===== src/rtl/muldiv_unit.sv =====
// muldiv_unit: iterative shift-add multiplier / restoring divider with HI/LO registers.
// Define MULDIV_SIGNED_EN for signed MULT/DIV; the default build is unsigned.
module muldiv_unit #(
    parameter int unsigned WIDTH = 32
) (
    input  logic             clk,
    input  logic             reset,
    input  logic             start,
    input  logic [3:0]       alucontrol,
    input  logic             hien,
    input  logic             loen,
    input  logic [WIDTH-1:0] a,
    input  logic [WIDTH-1:0] b,
    input  logic             flush,
    output logic             busy,
    output logic             done,
    output logic [WIDTH-1:0] hi,
    output logic [WIDTH-1:0] lo,
    output logic [WIDTH-1:0] rdata
);
    localparam int unsigned CW = (WIDTH > 1) ? $clog2(WIDTH) : 1;
    localparam logic [3:0] OP_MULT = 4'b1000;
    localparam logic [3:0] OP_DIV  = 4'b1001;
    localparam logic [3:0] OP_MFHI = 4'b1010;
    localparam logic [3:0] OP_MFLO = 4'b1011;

    typedef enum logic [1:0] {IDLE, RUN, FIN} state_t;
    state_t state, state_n;

    logic [CW-1:0]      cnt;
    logic [WIDTH:0]     acc;
    logic [WIDTH-1:0]   low;
    logic [WIDTH-1:0]   opnd;
    logic               is_div;
    logic               divzero;
    logic               accept;
    logic [WIDTH-1:0]   a_mag, b_mag;

    logic [WIDTH:0]     mult_sum;
    logic [WIDTH:0]     div_sh, div_diff;
    logic               div_ge;
    logic [2*WIDTH-1:0] prod;
    logic [WIDTH-1:0]   quot, rem;
    logic [WIDTH-1:0]   res_hi, res_lo;

`ifdef MULDIV_SIGNED_EN
    logic sa, sb;
    always_comb begin
        a_mag = a[WIDTH-1] ? ('0 - a) : a;
        b_mag = b[WIDTH-1] ? ('0 - b) : b;
    end
`else
    always_comb begin
        a_mag = a;
        b_mag = b;
    end
`endif

    always_comb begin
        accept = start & hien & loen & ~flush & (state == IDLE) &
                 ((alucontrol == OP_MULT) | (alucontrol == OP_DIV));
    end

    always_ff @(posedge clk) begin
        if (reset) state <= IDLE;
        else       state <= state_n;
    end

    always_comb begin
        state_n = state;
        case (state)
            IDLE: if (accept) state_n = RUN;
            RUN: begin
                if (flush)          state_n = IDLE;
                else if (cnt == '0) state_n = FIN;
            end
            FIN:     state_n = IDLE;
            default: state_n = IDLE;
        endcase
    end

    always_comb begin
        busy  = (state != IDLE);
        rdata = '0;
        if (alucontrol == OP_MFHI)      rdata = hi;
        else if (alucontrol == OP_MFLO) rdata = lo;
    end

    // One iteration step: multiply adds into the upper half and shifts the
    // pair right; divide shifts the pair left and keeps the difference if it fits.
    always_comb begin
        mult_sum = acc + (low[0] ? {1'b0, opnd} : '0);
        div_sh   = {acc[WIDTH-1:0], low[WIDTH-1]};
        div_diff = div_sh - {1'b0, opnd};
        div_ge   = (div_sh >= {1'b0, opnd});
    end

    always_comb begin
        prod = {acc[WIDTH-1:0], low};
        quot = low;
        rem  = acc[WIDTH-1:0];
`ifdef MULDIV_SIGNED_EN
        if (sa ^ sb) begin
            prod = '0 - prod;
            quot = '0 - quot;
        end
        if (sa) rem = '0 - rem;
`endif
        // Remainder already equals a after sign fix; only the quotient is forced.
        if (divzero) quot = '1;
        if (is_div) begin
            res_hi = rem;
            res_lo = quot;
        end else begin
            res_hi = prod[2*WIDTH-1:WIDTH];
            res_lo = prod[WIDTH-1:0];
        end
    end

    always_ff @(posedge clk) begin
        if (reset) begin
            cnt     <= '0;
            acc     <= '0;
            low     <= '0;
            opnd    <= '0;
            is_div  <= 1'b0;
            divzero <= 1'b0;
            hi      <= '0;
            lo      <= '0;
            done    <= 1'b0;
`ifdef MULDIV_SIGNED_EN
            sa      <= 1'b0;
            sb      <= 1'b0;
`endif
        end else begin
            done <= (state == FIN) && !flush;
            if (accept) begin
                cnt     <= CW'(WIDTH - 1);
                acc     <= '0;
                low     <= a_mag;
                opnd    <= b_mag;
                is_div  <= (alucontrol == OP_DIV);
                divzero <= (b == '0);
`ifdef MULDIV_SIGNED_EN
                sa      <= a[WIDTH-1];
                sb      <= b[WIDTH-1];
`endif
            end else if (state == RUN) begin
                cnt <= cnt - 1'b1;
                if (is_div) begin
                    acc <= div_ge ? div_diff : div_sh;
                    low <= {low[WIDTH-2:0], div_ge};
                end else begin
                    acc <= {1'b0, mult_sum[WIDTH:1]};
                    low <= {mult_sum[0], low[WIDTH-1:1]};
                end
            end else if ((state == FIN) && !flush) begin
                hi <= res_hi;
                lo <= res_lo;
            end
        end
    end
endmodule


===== config.mk =====
export PLATFORM = sky130hd
export DESIGN_NAME = muldiv_unit
export DESIGN_NICKNAME = d
export VERILOG_FILES = /design/src/rtl/muldiv_unit.sv
export SDC_FILE = /design/constraint.sdc
export NUM_CORES = 1
export LEC_CHECK = 0
export CAP_MARGIN = 10
export CORE_MARGIN = 1.5
export CORE_UTILIZATION = 43
export DETAILED_ROUTE_END_ITERATION = 12
export GPL_TIMING_DRIVEN = 0
export PLACE_DENSITY = 0.75
export REMOVE_ABC_BUFFERS = 1
export SLEW_MARGIN = 0
export SYNTH_ARGS = -nofsm -noshare
export SYNTH_HDL_FRONTEND = slang
export SYNTH_SLANG_ARGS = --single-unit

===== constraint.sdc =====
create_clock -name clk -period 4.8 [get_ports clk]
set_clock_uncertainty 0.1 [all_clocks]
set_input_delay 0.48 -clock clk [delete_from_list [all_inputs] [get_ports clk]]
set_output_delay 0.48 -clock clk [all_outputs]
set_load 0.1 [all_outputs]

==> results.toml <==
[timing]
whs_ns = 0.368
fmax_mhz = 237
finalCriticalPeriod_ns = 4.21
setup_viol = 0
relSlewSlack = 0.239
hold_viol = 0
rsz0062_at_grt = "false"
slew_viol_final = 0
worst_slew_pin_slew_ns = 1.14
fin_ws_ns = 0.589
period_share = 0.877

[placement]
placedCellCount = 1876
pre_cts_ws_ns = 0.391
hpwlAfterDp_mm = 24.9
numPortBuffers = 171
gp_congestion = 0.958

[logic_synthesis]
ys.warnings.count = 0
synthArstFlopShare = 0
yosysSeqAreaShare = 0.309
syn_inst = 1459
syn_area_sq_um = 11100
synth.distinct_cells = 77
synth_seq_cells = 171
synth_edf_count = 0
ys.flop_type = "dfxtp_1"
avgSynthCellArea_sq_um = 7.60

[final_layout]
nFillCells = 2360
syn_to_final_growth_pct = 23.6
diodes = 0
drive_above_1_share = 0.0506
nNetsFinal = 1709
fin_cells = 1910

[detailed_routing]
remaining_drc_errors = 0
viasPerCell = 5.84
drt.antenna.violating_nets = 0
dr.pass1.iters = 5
vias = 11200
drt_iter0_drc = 1132
wl_per_cell_microns = 17.7
routed_wl_mm = 33.8

[worst_setup_path]
startpoint = "low[0]"
crit_path_end = "acc[30]"
path_class = "reg2reg"
cp_data_arrival_time_ns = 4.42
reg2reg_from = "low[0]"
rrSetupSlack_ns = 0.59
cp.required_ns = 5.01
reg2reg_depth = 11
cp_max_fo = 35
timing.rr.end = "acc[30]"
start_kind = "flop"
end_kind = "flop"

[floorplanning]
die_area_sq_um = 26800
rows = 58
core_area_sq_um = 25300
initial_utilization = 0.439
die_h_microns = 164
io_pins = 172
die_x_microns = 164

[power]
cellPowerDensity_nw_per_um2 = 220
vdd.ir_drop.worst_uv = 244
power_mw = 3.02
p_leak_nw = 5.19

[clock_network]
cts_hold_buf = 0
clk_latency_ns = 0.44
clock-root-buffer = "clkbuf_16"
cts.clk_slew.worst_paths_ns = 0.08
h-tree-depth = 4
cts_buffer_depth = 2
cts.sinks = 171
tritoncts = "done"
cts_buffers = 17

[grt]
grt_pass1_wl_mm = 53.9
grt_pass1_vias = 10300
antenna_found_initial = 0
grt_max_degree = 88
track_usage = 0.252
grt-ovfl-total = 0

[hold_path]
hp-class = "reg2reg"

[run]
maxCapViolations = 0

[run_status]
status = "finished, final reports clean"
[kinds of logic after synthesis]
group,share of synthesized area
compound gates,0.257
xor+xnor,0.0435
fa+ha+maj,0.0781
buf+inv,0.0488
flops,0.309
mux,0.0358
simple gates,0.228
[critical path, stage by stage, from the launching register on]
cell       delay, ns
dfxtp_2         0.75
and2_1          0.27
ha_1            0.27
a211oi_1        0.28
nor2_1          0.16
a2111oi_2       0.45
o21ai_0         0.23
a311oi_1        0.71
o31ai_1         0.27
a311o_1         0.37
a22oi_1         0.15
nor2_1          0.05
[cell usage in the layout (no fill, tap or decap), drive strengths merged, types with 7 or more instances in the layout]
master           n
inv             50
buf             14
clkdlybuf4s50  170
and3             7
o211ai          22
xor2            25
nor2           178
ha              66
nand2          199
a31oi           10
a21o            33
nand4           11
nand2b          12
a211oi          11
a22o            34
a221oi          35
nor4            11
xnor2           30
nor3            44
clkbuf          18
nand3           35
nor2b           13
o21ai           70
dfxtp          171
mux2i           37
and2            37
a21oi          141
[metrics by stage]
step	area, sq um	utilization	TNS, ns
final	13700	0.542	0
after global routing	13700	0.542	0
after CTS	13700	0.541	0
after detailed placement	13100	0.518	0
after global placement	12800	0.508	-160.16
after floorplan	10700	-	0
[cell type report]
cell class              count  area, sq um  area share
multi-input cells        1150         7150       0.522
flip-flops and latches    171         3430       0.250
clock inverters            14          150      0.0110
repair buffers            184         1970       0.144
clock buffers              18          429      0.0313
well taps                 330          413      0.0301
inverters                  43          161      0.0118
[metal layers]
metal,wire [microns],GRT usage,vias to the layer above,part of all wire
li1,-,-,5433,-
met1,15200,0.340,5225,0.45
met2,15300,0.403,445,0.45
met3,2600,0.0513,49,0.077
met4,720,0.0773,0,0.021
met5,0,0,-,0
[how the worst min path moves through the flow]
stage / startpoint / depth (start not counted) / to
floorplan: opnd[10] / 2 / opnd[10]
global placement: opnd[0] / 2 / opnd[0]
detailed placement: opnd[13] / 2 / opnd[13]
CTS: opnd[13] / 2 / opnd[13]
global route: hi[27] / 2 / hi[27]
finish: opnd[11] / 2 / opnd[11]
[sequential cells by signal, summed over array words and instances (netlist names)]
register,cells
low,32
done,1
acc,33
hi,32
state,2
divzero,1
lo,32
cnt,5
is_div,1
opnd,32
[synth_stat cells, types with 34 or more instances]
cell type,n,share of area
dfxtp_1,171,0.31
nand2_1,199,0.067
a21oi_1,139,0.063
inv_1,43,0.015
a22o_1,34,0.027
ha_1,66,0.074
a221oi_1,35,0.028
nor3_1,44,0.020
and2_1,37,0.021
mux2i_1,37,0.033
o21ai_0,68,0.031
nand3_1,35,0.016
nor2_1,178,0.060
clkbuf_1,76,0.026
[power breakdown]
group	switching (mW)	internal, mW	total [mW]
logic	0.112	0.103	0.216
registers	0.00469	1.42	1.42
clock network	0.683	0.696	1.38
[what timing repair did]
action / in CTS / in global routing
buffers inserted: 0 / 0
gates resized for setup: 0 / 1
setup endpoints to repair: 0 / 1
(Power assumes the default switching activity.)
